File: config.mk
export PLATFORM = sky130hd
export DESIGN_NAME = vga_timing_generator_flat
export DESIGN_NICKNAME = d
export VERILOG_FILES = /design/src/rtl/vga_timing_generator_if.sv /design/src/rtl/vga_timing_generator.sv /design/src/flat_wrapper.sv
export SDC_FILE = /design/constraint.sdc
export NUM_CORES = 1
export LEC_CHECK = 0
export ABC_AREA = 1
export CAP_MARGIN = 0
export CORE_ASPECT_RATIO = 0.5
export CORE_MARGIN = 2
export CORE_UTILIZATION = 25
export CTS_CLUSTER_SIZE = 14
export DETAILED_ROUTE_END_ITERATION = 16
export HOLD_SLACK_MARGIN = 0.12
export PLACE_DENSITY_LB_ADDON = 0.2
export SLEW_MARGIN = 5
export SYNTH_ARGS = -nofsm -noshare
export SYNTH_HDL_FRONTEND = slang
export SYNTH_SLANG_ARGS = --single-unit
File: constraint.sdc
create_clock -name clk_i -period 3.06 [get_ports clk_i]
set_input_delay 0.459 -clock clk_i [delete_from_list [all_inputs] [get_ports clk_i]]
set_output_delay 0.459 -clock clk_i [all_outputs]
set_load 0.03 [all_outputs]
File: src/rtl/vga_timing_generator_if.sv
// Bus between the colour-manager assign-data block and the VGA timing generator.
// Define VGA_FRAME_COUNTER_EN to add the frame_count signal.
interface vga_timing_generator_if #(
  parameter int unsigned CounterWidth    = 11,
  parameter int unsigned DataWidth       = 12,
  parameter int unsigned BackPorchWidth  = 11,
  parameter int unsigned FrontPorchWidth = 11
);
  logic                       pix_en;
  logic [BackPorchWidth-1:0]  h_back_porch;
  logic [FrontPorchWidth-1:0] h_front_porch;
  logic [BackPorchWidth-1:0]  v_back_porch;
  logic [FrontPorchWidth-1:0] v_front_porch;
  logic [DataWidth-1:0]       data_vga;
  logic [CounterWidth-1:0]    counter_x;
  logic                       counter_x_valid;
  logic [CounterWidth-1:0]    counter_y;
  logic                       counter_y_valid;
  logic                       hsync;
  logic                       vsync;
  logic [DataWidth-1:0]       rgb;
  logic                       timing_error;
`ifdef VGA_FRAME_COUNTER_EN
  logic [15:0]                frame_count;
`endif

  modport master (
    output pix_en, h_back_porch, h_front_porch, v_back_porch, v_front_porch, data_vga,
    input  counter_x, counter_x_valid, counter_y, counter_y_valid, hsync, vsync, rgb,
           timing_error
`ifdef VGA_FRAME_COUNTER_EN
    , input frame_count
`endif
  );

  modport slave (
    input  pix_en, h_back_porch, h_front_porch, v_back_porch, v_front_porch, data_vga,
    output counter_x, counter_x_valid, counter_y, counter_y_valid, hsync, vsync, rgb,
           timing_error
`ifdef VGA_FRAME_COUNTER_EN
    , output frame_count
`endif
  );
endinterface

File: src/rtl/vga_timing_generator.sv
// VGA pixel/line counters, registered syncs and gated RGB; porch timing is shadowed at frame start.
// Define VGA_FRAME_COUNTER_EN to add a 16-bit frame_count output.
module vga_timing_generator #(
  parameter int unsigned CounterWidth    = 11,
  parameter int unsigned DataWidth       = 12,
  parameter int unsigned BackPorchWidth  = 11,
  parameter int unsigned FrontPorchWidth = 11,
  parameter int unsigned HSyncPulse      = 96,
  parameter int unsigned VSyncPulse      = 2,
  parameter bit          SyncPolarity    = 1'b0
) (
  input logic                   clk_i,
  input logic                   rst_i,
  vga_timing_generator_if.slave vga_io
);

  typedef enum logic [1:0] {StLoad, StCheck, StRun} state_e;
  state_e state_q, state_d;

  logic [BackPorchWidth-1:0]  h_total_q, h_total_d, v_total_q, v_total_d;
  logic [FrontPorchWidth-1:0] h_act_q, h_act_d, v_act_q, v_act_d;
  logic [CounterWidth-1:0]    x_q, x_d, y_q, y_d;
  logic                       hsync_q, hsync_d, vsync_q, vsync_d;
  logic                       active_q, active_d;
  logic [DataWidth-1:0]       rgb_q, rgb_d;
  logic                       err_q, err_d;

  logic [CounterWidth-1:0] h_total_c, h_act_c, v_total_c, v_act_c;
  logic timing_legal, tick, x_last, y_last, frame_wrap;
  logic in_sync_h, in_sync_v, x_valid, y_valid;

  assign h_total_c = CounterWidth'(h_total_q);
  assign h_act_c   = CounterWidth'(h_act_q);
  assign v_total_c = CounterWidth'(v_total_q);
  assign v_act_c   = CounterWidth'(v_act_q);

  // Widened to 32 bits so act + pulse cannot overflow the compare.
  assign timing_legal = (h_act_c != '0) && (v_act_c != '0) &&
                        (32'(h_act_c) + HSyncPulse <= 32'(h_total_c)) &&
                        (32'(v_act_c) + VSyncPulse <= 32'(v_total_c));

  assign tick       = (state_q == StRun) && vga_io.pix_en;
  assign x_last     = (x_q == h_total_c - CounterWidth'(1));
  assign y_last     = (y_q == v_total_c - CounterWidth'(1));
  assign frame_wrap = tick && x_last && y_last;
  assign in_sync_h  = 32'(x_q) >= 32'(h_total_c) - HSyncPulse;
  assign in_sync_v  = 32'(y_q) >= 32'(v_total_c) - VSyncPulse;

  always_ff @(posedge clk_i or posedge rst_i) begin
    if (rst_i) begin
      state_q <= StLoad;
    end else begin
      state_q <= state_d;
    end
  end

  always_comb begin
    state_d = state_q;
    unique case (state_q)
      StLoad:  state_d = StCheck;
      StCheck: state_d = timing_legal ? StRun : StLoad;
      StRun:   if (frame_wrap) state_d = StLoad;
      default: state_d = StLoad;
    endcase
  end

  always_comb begin
    x_valid = 1'b0;
    y_valid = 1'b0;
    if (state_q == StRun) begin
      x_valid = (x_q < h_act_c);
      y_valid = (y_q < v_act_c);
    end
  end

  always_comb begin
    h_total_d = h_total_q;
    h_act_d   = h_act_q;
    v_total_d = v_total_q;
    v_act_d   = v_act_q;
    x_d       = x_q;
    y_d       = y_q;
    hsync_d   = hsync_q;
    vsync_d   = vsync_q;
    active_d  = active_q;
    rgb_d     = rgb_q;
    err_d     = err_q;
    if (state_q == StLoad) begin
      h_total_d = vga_io.h_back_porch;
      h_act_d   = vga_io.h_front_porch;
      v_total_d = vga_io.v_back_porch;
      v_act_d   = vga_io.v_front_porch;
    end
    if (state_q == StCheck) begin
      err_d = ~timing_legal;
    end
    // Syncs and the active flag lag the counters one tick to line up with data_vga.
    if (tick) begin
      hsync_d  = in_sync_h ? SyncPolarity : ~SyncPolarity;
      vsync_d  = in_sync_v ? SyncPolarity : ~SyncPolarity;
      active_d = x_valid && y_valid;
      rgb_d    = active_q ? vga_io.data_vga : '0;
      if (x_last) begin
        x_d = '0;
        y_d = y_last ? '0 : y_q + CounterWidth'(1);
      end else begin
        x_d = x_q + CounterWidth'(1);
      end
    end
  end

  always_ff @(posedge clk_i or posedge rst_i) begin
    if (rst_i) begin
      h_total_q <= '0;
      h_act_q   <= '0;
      v_total_q <= '0;
      v_act_q   <= '0;
      x_q       <= '0;
      y_q       <= '0;
      hsync_q   <= ~SyncPolarity;
      vsync_q   <= ~SyncPolarity;
      active_q  <= 1'b0;
      rgb_q     <= '0;
      err_q     <= 1'b0;
    end else begin
      h_total_q <= h_total_d;
      h_act_q   <= h_act_d;
      v_total_q <= v_total_d;
      v_act_q   <= v_act_d;
      x_q       <= x_d;
      y_q       <= y_d;
      hsync_q   <= hsync_d;
      vsync_q   <= vsync_d;
      active_q  <= active_d;
      rgb_q     <= rgb_d;
      err_q     <= err_d;
    end
  end

`ifdef VGA_FRAME_COUNTER_EN
  logic [15:0] frame_cnt_q, frame_cnt_d;

  always_comb begin
    frame_cnt_d = frame_cnt_q;
    if (frame_wrap && !err_q) frame_cnt_d = frame_cnt_q + 16'd1;
  end

  always_ff @(posedge clk_i or posedge rst_i) begin
    if (rst_i) begin
      frame_cnt_q <= '0;
    end else begin
      frame_cnt_q <= frame_cnt_d;
    end
  end

  assign vga_io.frame_count = frame_cnt_q;
`endif

  assign vga_io.counter_x       = x_q;
  assign vga_io.counter_x_valid = x_valid;
  assign vga_io.counter_y       = y_q;
  assign vga_io.counter_y_valid = y_valid;
  assign vga_io.hsync           = hsync_q;
  assign vga_io.vsync           = vsync_q;
  assign vga_io.rgb             = rgb_q;
  assign vga_io.timing_error    = err_q;

endmodule

File: src/flat_wrapper.sv
// flat-port wrapper written by rule: the top's interface ports become plain ports
module vga_timing_generator_flat 
#(
  parameter int unsigned CounterWidth    = 11,
  parameter int unsigned DataWidth       = 12,
  parameter int unsigned BackPorchWidth  = 11,
  parameter int unsigned FrontPorchWidth = 11,
  parameter int unsigned HSyncPulse      = 96,
  parameter int unsigned VSyncPulse      = 2,
  parameter bit          SyncPolarity    = 1'b0
)
  (clk_i, rst_i, vga_io_pix_en, vga_io_h_back_porch, vga_io_h_front_porch, vga_io_v_back_porch, vga_io_v_front_porch, vga_io_data_vga, vga_io_counter_x, vga_io_counter_x_valid, vga_io_counter_y, vga_io_counter_y_valid, vga_io_hsync, vga_io_vsync, vga_io_rgb, vga_io_timing_error);
  vga_timing_generator_if #(.CounterWidth(CounterWidth), .DataWidth(DataWidth), .BackPorchWidth(BackPorchWidth), .FrontPorchWidth(FrontPorchWidth)) vga_io_i ();
  input logic clk_i;
  input logic rst_i;
  input wire logic [$bits(vga_io_i.pix_en)-1:0] vga_io_pix_en;
  input wire logic [$bits(vga_io_i.h_back_porch)-1:0] vga_io_h_back_porch;
  input wire logic [$bits(vga_io_i.h_front_porch)-1:0] vga_io_h_front_porch;
  input wire logic [$bits(vga_io_i.v_back_porch)-1:0] vga_io_v_back_porch;
  input wire logic [$bits(vga_io_i.v_front_porch)-1:0] vga_io_v_front_porch;
  input wire logic [$bits(vga_io_i.data_vga)-1:0] vga_io_data_vga;
  output wire logic [$bits(vga_io_i.counter_x)-1:0] vga_io_counter_x;
  output wire logic [$bits(vga_io_i.counter_x_valid)-1:0] vga_io_counter_x_valid;
  output wire logic [$bits(vga_io_i.counter_y)-1:0] vga_io_counter_y;
  output wire logic [$bits(vga_io_i.counter_y_valid)-1:0] vga_io_counter_y_valid;
  output wire logic [$bits(vga_io_i.hsync)-1:0] vga_io_hsync;
  output wire logic [$bits(vga_io_i.vsync)-1:0] vga_io_vsync;
  output wire logic [$bits(vga_io_i.rgb)-1:0] vga_io_rgb;
  output wire logic [$bits(vga_io_i.timing_error)-1:0] vga_io_timing_error;
  assign vga_io_i.pix_en = vga_io_pix_en;
  assign vga_io_i.h_back_porch = vga_io_h_back_porch;
  assign vga_io_i.h_front_porch = vga_io_h_front_porch;
  assign vga_io_i.v_back_porch = vga_io_v_back_porch;
  assign vga_io_i.v_front_porch = vga_io_v_front_porch;
  assign vga_io_i.data_vga = vga_io_data_vga;
  assign vga_io_counter_x = vga_io_i.counter_x;
  assign vga_io_counter_x_valid = vga_io_i.counter_x_valid;
  assign vga_io_counter_y = vga_io_i.counter_y;
  assign vga_io_counter_y_valid = vga_io_i.counter_y_valid;
  assign vga_io_hsync = vga_io_i.hsync;
  assign vga_io_vsync = vga_io_i.vsync;
  assign vga_io_rgb = vga_io_i.rgb;
  assign vga_io_timing_error = vga_io_i.timing_error;
  vga_timing_generator #(.CounterWidth(CounterWidth), .DataWidth(DataWidth), .BackPorchWidth(BackPorchWidth), .FrontPorchWidth(FrontPorchWidth), .HSyncPulse(HSyncPulse), .VSyncPulse(VSyncPulse), .SyncPolarity(SyncPolarity)) u_core (.clk_i(clk_i), .rst_i(rst_i), .vga_io(vga_io_i));
endmodule
==> out/summary.txt <==
Pwr/cell area: 460 mW/mm^2
#FFs+latches synth: 84
First-pass GRT wire length: 32,900 um
Antenna diodes: 0
CTS Hold Bufs: 0
Gr ovfl total: 0
Cells after Synth: 908
EDFF count, synth: 0
Fill cells: 2,735
Avg Cell Area, Syn: 7.22 um^2
Initial drt markers: 387
GRT Overall Usage: 0.153
DRC violations left: 0
Design area: 0.00834 mm^2
Number of max-cap violations: 0
Startpoint types: register
HPWL Detailed: 16,100 um
Core Rows: 41
RSZ-0062 raised after global routing: no
Register area share after synthesis: 0.321
Layout cells sized above 1: 0.0748
Initial antenna violation count: 0
Slew HR: 0.462
Setup_tns: 0 ns
CP required: 2.60 ns
CTS root buffer: clkbuf_16
Max-slew violation count: 0
Worst hold path type: register to register
Reg clk slew, reported paths: 0.07 ns
P_leak: 0.00413 uW
Layout Nets: 1,143
Htree depth: 3
DP Worst Slack: 0.396 ns
TritonCTS Buffers: 9
Non-filler cells, final: 1,360
Drt total wl: 20,100 um
Dominant synthesized flop cell: dfrtp_1
DR vias/cell: 4.49
Clock Sinks: 84
CP Capture Type: output pin
Max Clk Rate: 0.382 GHz
Hold_ws: 0.469 ns
Die Ht: 119 um
Post-CTS setup repair buffer count: 0
Placed cell area: 0.00799 mm^2
Yosys cell types: 38
Core area: 0.0255 mm^2
Mapped cell area: 0.00656 mm^2
Synth warn: 0
Placed Cells: 1,344
Vias in the first global route: 6,060
Clk Latency, worst-skew pair: 0.36 ns
IR Drop Worst-Case VDD: 0.000279 V
Fraction of registers with async set/reset: 1.00
Drt first pass iters: 4
Routed wire per std cell: 14.8 um
Worst setup path class: register to output pin
Die area: 0.0276 mm^2
Clock buffer depth: 2
Crit share post-route: 0.855
Post-Syn Nets: 1,040
Post_cts resized: 0
Area Growth Syn to Fin: 27.2%
Measured slew at the worst slew-check pin: 0.807 ns
Crit Path Max Fanout: 8
Via count: 6,107
Final worst slack: 0.443 ns
Min cycle time layout: 2.62 ns
Hold Fails Final Rpt: 0
Die X: 233 um
Initial Util: 0.257
Layout Skew: 0.00766 ns
Status: completed
Largest net degree at the start of global routing: 45
# IOs: 98
Final antenna-violating net count: 0
Input/output buffers: 97
Critical Path AT: 2.16 ns
Final setup fails: 0
Placer congestion estimate: 0.850
CTS tree: yes
final cells by class:
type	count	area, um^2	share of cell area
clock buffers	9	225	0.0270
clock inverters	7	123	0.0147
multi-input cells	690	3940	0.472
flip-flops and latches	84	2100	0.252
well taps	344	430	0.0516
inverters	116	437	0.0523
repair buffers	110	1090	0.130
sequential cells by signal, summed over array words and instances (netlist names):
signal and cells:
u_core.active_q 1, u_core.vga_io.vsync 1, u_core.h_total_c 11, u_core.v_total_c 11
u_core.vga_io.rgb 12, u_core.vga_io.hsync 1, u_core.state_q 2, u_core.h_act_c 11
u_core.v_act_c 11, u_core.vga_io.counter_x 11, u_core.vga_io.timing_error 1, u_core.vga_io.counter_y 11
synthesized netlist by cell type, types with 7 or more instances:
cell type | instances | area (um^2)
inv_2 | 12 | 45.0
nor2_1 | 70 | 263
nand2_1 | 266 | 998
dfrtp_1 | 82 | 2050
inv_1 | 103 | 387
clkbuf_1 | 13 | 48.8
o21ai_0 | 75 | 375
ha_1 | 73 | 913
nor3_1 | 12 | 60.1
xnor2_1 | 9 | 78.8
nand3_2 | 7 | 70.1
a21oi_1 | 31 | 155
xor2_1 | 34 | 298
nand2_2 | 7 | 43.8
nor2_4 | 7 | 78.8
nand4_1 | 11 | 68.8
nand3_1 | 58 | 290
through the flow:
stage	total power (uW)	utilization
finish	3840	0.327
global route	4080	0.327
CTS	3900	0.327
detailed placement	2550	0.313
global placement	2540	0.313
floorplan	2050	-
report_power, final:
part	total (uW)	switching, uW	internal, uW
sequential	1360	155	1200
combinational	1170	679	490
clock	1310	512	803
total	3840	1350	2500
worst max-delay path, cell delays in order (launching register included):
cell	delay, ns
dfrtp_1	0.49
ha_1	0.35
a21oi_1	0.13
o21ai_0	0.10
nand2_1	0.08
o2111ai_1	0.16
nor2_1	0.16
dlymetal6s2s_1	0.34
placed cells by master, fill, tap and decap left out, types with 2 or more instances in the layout:
cell type,Yosys,routed
nand3b_1,2,2
clkinvlp_4,0,2
dfrtp_1,82,82
clkbuf_16,0,9
nor2_2,6,6
dlymetal6s2s_1,0,2
nor2_4,7,8
nand3_2,7,7
nand2_2,7,7
bufinv_16,0,3
clkdlybuf4s50_1,0,95
buf_4,0,12
nor2_1,70,69
inv_1,103,102
dfstp_2,2,2
nand4_1,11,11
nor3_1,12,12
nand2_1,266,266
o211ai_1,6,6
a21oi_1,31,31
xor2_1,34,34
o21ai_2,3,3
xnor2_1,9,9
ha_1,73,73
inv_2,12,12
o21ai_0,75,75
nand3_1,58,58
nor4_1,2,2
path summary, 6_finish.rpt:
kind                                             from                    endpoint  slack (ns)  cells past startpoint
max in group asynchronous                       rst_i         u_core.vga_io.hsync        1.71                      3
max reg2reg                         u_core.v_act_c[3]  u_core.vga_io.timing_error        0.56                     14
min in group asynchronous                       rst_i       u_core.vga_io.rgb[10]        0.54                      2
max                        u_core.vga_io.counter_y[6]      vga_io_counter_y_valid        0.44                      7
min                               u_core.vga_io.hsync         u_core.vga_io.hsync        0.47                      2
min reg2reg                       u_core.vga_io.hsync         u_core.vga_io.hsync        0.47                      2
logic make-up (layout without fill, tap and decap cells):
kind of cell               count (synthesis)  count (layout)  share of synthesized area
xor gates and xnor gates                  44              44                     0.0609
buffers and inverters                    134             242                     0.0796
adders and majority gates                 73              73                      0.139
and+or+nand+nor                          451             451                      0.300
DFF                                       84              84                      0.321
AOI/OAI and AO/OA                        122             122                     0.0998
metal layers:
metal | track usage | up-vias | share of wire
met4 | 0.0466 | 0 | 0.020
li1 | - | 3132 | -
met1 | 0.209 | 2869 | 0.50
met5 | 0 | - | 0
met2 | 0.243 | 78 | 0.45
met3 | 0.0278 | 28 | 0.032
Power figures use the tool's default switching activity.
